--- src/rtl/ins_fetch_queue_pkg.sv ---
// Shared constants for the fetch stage: RV32 control-flow opcodes and default geometry.
package ins_fetch_queue_pkg;

  localparam int QDEPTH_DEF    = 16;
  localparam int BHT_IDX_W_DEF = 8;

  localparam logic [6:0] OP_JAL    = 7'b1101111;
  localparam logic [6:0] OP_BRANCH = 7'b1100011;
  localparam logic [6:0] OP_JALR   = 7'b1100111;

endpackage

--- src/rtl/ins_fetch_queue_predecode.sv ---
// Combinational pre-decode: next fetch PC and taken prediction, zero latency, no backpressure.
module ins_predecode
  import ins_fetch_queue_pkg::*;
(
  input  logic [31:0] ins,
  input  logic [31:0] pc,
  input  logic        bht_get,
  output logic [31:0] next_pc,
  output logic        pred_jump
);

  logic [31:0] j_imm;
  logic [31:0] b_imm;

  assign j_imm = {{11{ins[31]}}, ins[31], ins[19:12], ins[20], ins[30:21], 1'b0};
  assign b_imm = {{19{ins[31]}}, ins[31], ins[7], ins[30:25], ins[11:8], 1'b0};

  // JALR targets depend on a register value, so it falls through and the ROB resolves it.
  always_comb begin
    next_pc   = pc + 32'd4;
    pred_jump = 1'b0;
    case (ins[6:0])
      OP_JAL: begin
        next_pc   = pc + j_imm;
        pred_jump = 1'b1;
      end
      OP_BRANCH: begin
        if (bht_get) begin
          next_pc   = pc + b_imm;
          pred_jump = 1'b1;
        end
      end
      default: ;
    endcase
  end

endmodule

--- src/rtl/ins_fetch_queue.sv ---
// Fetch PC, BHT lookup and circular instruction FIFO; a hit enqueues and shows on out_* next cycle.
// Backpressure: fetch requests stop while the queue is full; rdy=0 freezes all state.
module ins_fetch_queue
  import ins_fetch_queue_pkg::*;
#(
  parameter int          QDEPTH    = QDEPTH_DEF,
  parameter int          BHT_IDX_W = BHT_IDX_W_DEF,
  parameter logic [31:0] RESET_PC  = 32'h0
) (
  input  logic                 clk,
  input  logic                 rst,
  input  logic                 rdy,
  input  logic                 clear_flag,
  input  logic [31:0]          clear_pc,
  output logic                 icache_req,
  output logic [31:0]          icache_addr,
  input  logic                 icache_hit,
  input  logic [31:0]          icache_ins,
  output logic [BHT_IDX_W-1:0] bht_id,
  input  logic                 bht_get,
  output logic                 out_valid,
  output logic [31:0]          out_ins,
  output logic [31:0]          out_pc,
  output logic                 out_pred_jump,
  output logic [BHT_IDX_W-1:0] out_bht_id,
  input  logic                 deq_ready
);

  localparam int               PTR_W    = $clog2(QDEPTH);
  localparam logic [PTR_W:0]   FULL_CNT = (PTR_W + 1)'(QDEPTH);

  logic [31:0]          pc_q, pc_d;
  logic [PTR_W-1:0]     head_q, head_d;
  logic [PTR_W-1:0]     tail_q, tail_d;
  logic [PTR_W:0]       count_q, count_d;

  logic [31:0]          ins_mem_q  [QDEPTH];
  logic [31:0]          pc_mem_q   [QDEPTH];
  logic                 pj_mem_q   [QDEPTH];
  logic [BHT_IDX_W-1:0] id_mem_q   [QDEPTH];

  logic [31:0]          pred_next_pc;
  logic                 pred_jump;
  logic                 enq;
  logic                 deq;

  ins_predecode u_predecode (
    .ins       (icache_ins),
    .pc        (pc_q),
    .bht_get   (bht_get),
    .next_pc   (pred_next_pc),
    .pred_jump (pred_jump)
  );

  assign icache_req    = (count_q != FULL_CNT);
  assign icache_addr   = pc_q;
  assign bht_id        = pc_q[BHT_IDX_W+1:2];
  assign out_valid     = (count_q != '0);
  assign out_ins       = ins_mem_q[head_q];
  assign out_pc        = pc_mem_q[head_q];
  assign out_pred_jump = pj_mem_q[head_q];
  assign out_bht_id    = id_mem_q[head_q];

  // A flush discards any transfer offered in the same cycle.
  assign enq = icache_req & icache_hit & ~clear_flag;
  assign deq = out_valid & deq_ready & ~clear_flag;

  always_comb begin
    pc_d    = pc_q;
    head_d  = head_q;
    tail_d  = tail_q;
    count_d = count_q;
    if (clear_flag) begin
      pc_d    = clear_pc;
      head_d  = '0;
      tail_d  = '0;
      count_d = '0;
    end else begin
      if (enq) begin
        pc_d   = pred_next_pc;
        tail_d = tail_q + PTR_W'(1);
      end
      if (deq) begin
        head_d = head_q + PTR_W'(1);
      end
      case ({enq, deq})
        2'b10:   count_d = count_q + (PTR_W + 1)'(1);
        2'b01:   count_d = count_q - (PTR_W + 1)'(1);
        default: count_d = count_q;
      endcase
    end
  end

  always_ff @(posedge clk) begin
    if (rst) begin
      pc_q    <= RESET_PC;
      head_q  <= '0;
      tail_q  <= '0;
      count_q <= '0;
    end else if (rdy) begin
      pc_q    <= pc_d;
      head_q  <= head_d;
      tail_q  <= tail_d;
      count_q <= count_d;
    end
  end

  always_ff @(posedge clk) begin
    if (!rst && rdy && enq) begin
      ins_mem_q[tail_q] <= icache_ins;
      pc_mem_q[tail_q]  <= pc_q;
      pj_mem_q[tail_q]  <= pred_jump;
      id_mem_q[tail_q]  <= bht_id;
    end
  end

endmodule

--- config.mk ---
export PLATFORM = sky130hd
export DESIGN_NAME = ins_fetch_queue
export DESIGN_NICKNAME = d
export VERILOG_FILES = /design/src/rtl/ins_fetch_queue_pkg.sv /design/src/rtl/ins_fetch_queue_predecode.sv /design/src/rtl/ins_fetch_queue.sv
export SDC_FILE = /design/constraint.sdc
export NUM_CORES = 1
export LEC_CHECK = 0
export ABC_AREA = 1
export CAP_MARGIN = 40
export CELL_PAD_IN_SITES_DETAIL_PLACEMENT = 1
export CELL_PAD_IN_SITES_GLOBAL_PLACEMENT = 2
export CORE_UTILIZATION = 43
export DETAILED_ROUTE_END_ITERATION = 10
export PLACE_DENSITY = 0.8
export SYNTH_ARGS = -nofsm -noshare
export SYNTH_HDL_FRONTEND = slang
export SYNTH_HIERARCHICAL = 1
export SYNTH_SLANG_ARGS = --single-unit
--- constraint.sdc ---
create_clock -name clk -period 7 [get_ports clk]
set_input_delay 1.75 -clock clk [delete_from_list [all_inputs] [get_ports clk]]
set_output_delay 1.75 -clock clk [all_outputs]
set_load 0.05 [all_outputs]
==> results.json <==
{
  "yosysWarnings": 6,
  "synth_edf_count": 1040,
  "ys_seq_elements": 1089,
  "htreeDepth": 3,
  "ff2ff_path_depth": 10,
  "dieArea_um2": 116000,
  "fin_nets": 4437,
  "status": "finished, final reports clean",
  "gp_congestion": 0.894,
  "clk_pin_slew_ps": 60,
  "grt_start_max_net_pins": 101,
  "overflow": 0,
  "first_iter_violations": 2616,
  "fin_tns_setup_ps": 0,
  "r2r_slack_ps": 3910,
  "slew_violations": 0,
  "routed_via_density": 5.69,
  "synthMostInstantiatedCell": "edfxtp_1",
  "worst-path-stages": 6,
  "hold_class": "flip-flop to flip-flop",
  "synth_common_cells": "edfxtp_1 (1040), nand2_1 (549), inv_1 (452)",
  "routed_wl_um": 155000,
  "grt_pass1_wl_um": 226000,
  "crit_end": "out_ins[31]",
  "critPathLaunchType": "flip-flop",
  "yosys.cell_types.count": 55,
  "place.detailed.hpwl_um": 97200,
  "numPortBuffers": 185,
  "die_w_um": 341,
  "cts_tree": "built",
  "synth_cells": 4112,
  "drc": 0,
  "synth_area_um2": 49500,
  "yosys-top-cells-area": "edfxtp_1 (63%), mux2i_1 (5.3%), nand2_1 (4.2%), inv_1 (3.4%), a21oi_1 (3.2%)",
  "layout_min_cycle_time_ps": 5920,
  "wl_per_cell_um": 26.2,
  "vias": 33700,
  "drtAntennaViolNets": 0,
  "cts_made_buffers": 111,
  "path_buf_inv": 3,
  "setup_viol": 0,
  "dieHeight_um": 341,
  "fmax_ghz": 0.169,
  "syn-num-nets": 4238,
  "path_cells": "clkinv_8 -> buf_4 -> o211ai_1 -> nand3_1 -> nand2_1 -> clkdlybuf4s50_1",
  "cp.arrival_ps": 4170,
  "cp_slowest_stage_delay_ps": 860,
  "cts_setup_buffers": 0,
  "synth_top_area_share_pct": 63.1,
  "pwr_density_cell_nw_per_um2": 246,
  "antenna_found_initial": 6,
  "cts.sinks": 1089,
  "fill_cells": 11900,
  "ios": 186,
  "peakVddDrop_uv": 191,
  "cts_root_buf": "clkbuf_16",
  "hold_viol_final": 0,
  "grt_pass1_vias": 34400,
  "rsz0062_at_grt": "no",
  "fin_worst_skew_ps": 49.9,
  "path_max_fanout": 99,
  "cp_slowest_cell": "clkdlybuf4s50_1",
  "layout-drive-gt1-share_pct": 9.52,
  "crit_path_end_kind": "output port",
  "initial_core_util_pct": 43.4,
  "cts_hold_buffers": 0,
  "relSlewSlack_pct": 38.6,
  "syn_avg_cell_area_um2": 12.0,
  "path_class": "flip-flop to output port",
  "whs_ps": 501,
  "cts_buffer_depth": 3,
  "reg2reg_to": "icache_addr[28]",
  "max_cap_viol_count": 0,
  "async_flop_share_pct": 0,
  "worst_pin_slew_ps": 918,
  "synth_largest_area_cell": "edfxtp_1",
  "finalCritPeriodShare_pct": 84.6,
  "clkLatencyLatePin_ps": 720,
  "synth_seq_area_share_pct": 65.1,
  "drt_first_pass_iters": 5,
  "syn_to_final_growth_pct": 14.7,
  "r2r-start": "icache_addr[7]",
  "required_ps": 5250,
  "critical-path-top-delay-family": "buffers and inverters",
  "rows": 124,
  "ys.flop_type": "edfxtp_1",
  "cts_resized": 0,
  "p_leak_nw": 19.7,
  "hold_start": "head_q[0]",
  "grt_use_total_pct": 26.4,
  "core-area_um2": 114000
}
metal layers:
metal | wire length [um] | track usage (%) | vias to the layer above
met5 | 0 | 0 | -
met1 | 65700 | 34.6 | 17300
met4 | 5210 | 9.67 | 0
met3 | 8440 | 3.66 | 247
li1 | - | - | 15200
met2 | 75800 | 44.5 | 954
sequential cells by signal, indices dropped and copies added, names as in the netlist, named ones only:
register and flops:
tail_q 4, id_mem_q 112, ins_mem_q 512, count_q 5, pc_mem_q 400, icache_addr 32, pj_mem_q 16, head_q 4
report_power, final:
group / internal (mW) / switching [mW]
Combinational: 0.321 / 0.779
Clock: 3.18 / 2.49
Sequential: 7.19 / 0.0295
Total: 10.7 / 3.30
how the worst min path moves through the flow:
stage / cells past startpoint / endpoint
3_5_place_dp: 1 / flip-flop
5_1_grt: 1 / flip-flop
6_report: 1 / flip-flop
3_3_place_gp: 1 / flip-flop
2_1_floorplan: 1 / flip-flop
4_1_cts: 1 / flip-flop
area by class of cell:
type | instances | area (um2) | share of cell area [%]
multi-input combinational | 2330 | 14000 | 24.7
clock inverter | 59 | 493 | 0.868
inverter | 462 | 1750 | 3.08
timing repair buffer | 317 | 3420 | 6.02
clock buffer | 144 | 2940 | 5.18
sequential | 1089 | 32200 | 56.8
antenna | 4 | 10.0 | 0.0176
tap | 1512 | 1890 | 3.33
layout by cell type, fill, tap and decap left out, types with 5 or more instances in the layout:
cell	instances
a21o_1	6
a21oi_1	320
a31oi_1	34
buf_12	30
buf_16	8
buf_4	89
buf_8	5
bufinv_16	6
clkbuf_1	31
clkbuf_16	113
clkdlybuf4s50_1	185
clkinv_1	29
clkinv_2	16
dfxtp_1	45
edfxtp_1	1040
ha_1	52
inv_1	451
inv_2	8
mux2i_1	260
nand2_1	549
nand2_2	14
nand3_1	214
nand3_2	5
nand3b_1	7
nand4_1	13
nor2_1	89
nor2_2	11
nor2_4	21
nor3_1	11
o211ai_1	207
o211ai_2	61
o21ai_0	306
o21ai_1	90
o21bai_1	6
xnor2_1	5
xor2_1	8
logic make-up (layout without fill, tap and decap cells):
| family | count (synthesis) | in the layout | share of synthesized area, % |
|---|---|---|---|
| buffers and inverters | 693 | 982 | 6.81 |
| XOR/XNOR | 13 | 13 | 0.230 |
| other | 0 | 4 | 0 |
| flip-flops | 1089 | 1089 | 65.1 |
| AO/OA/AOI/OAI | 1043 | 1043 | 12.8 |
| adder cells (fa/ha/maj) | 55 | 55 | 1.44 |
| multiplexers | 260 | 260 | 5.26 |
| AND/OR/NAND/NOR | 959 | 959 | 8.46 |
metrics by stage:
stage,util [%],setup WS (ps),area (um2),instances,power (mW)
after global placement,46.4,1560,52900,5692,8.41
after CTS,49.7,1030,56800,5913,14.1
after detailed placement,46.7,1550,53300,5710,8.44
after global routing,49.7,813,56800,5914,14.4
final,49.7,1080,56800,5917,14.0
after floorplan,-,1340,49500,4112,7.99
No activity file was read; power rests on OpenSTA's default activity.
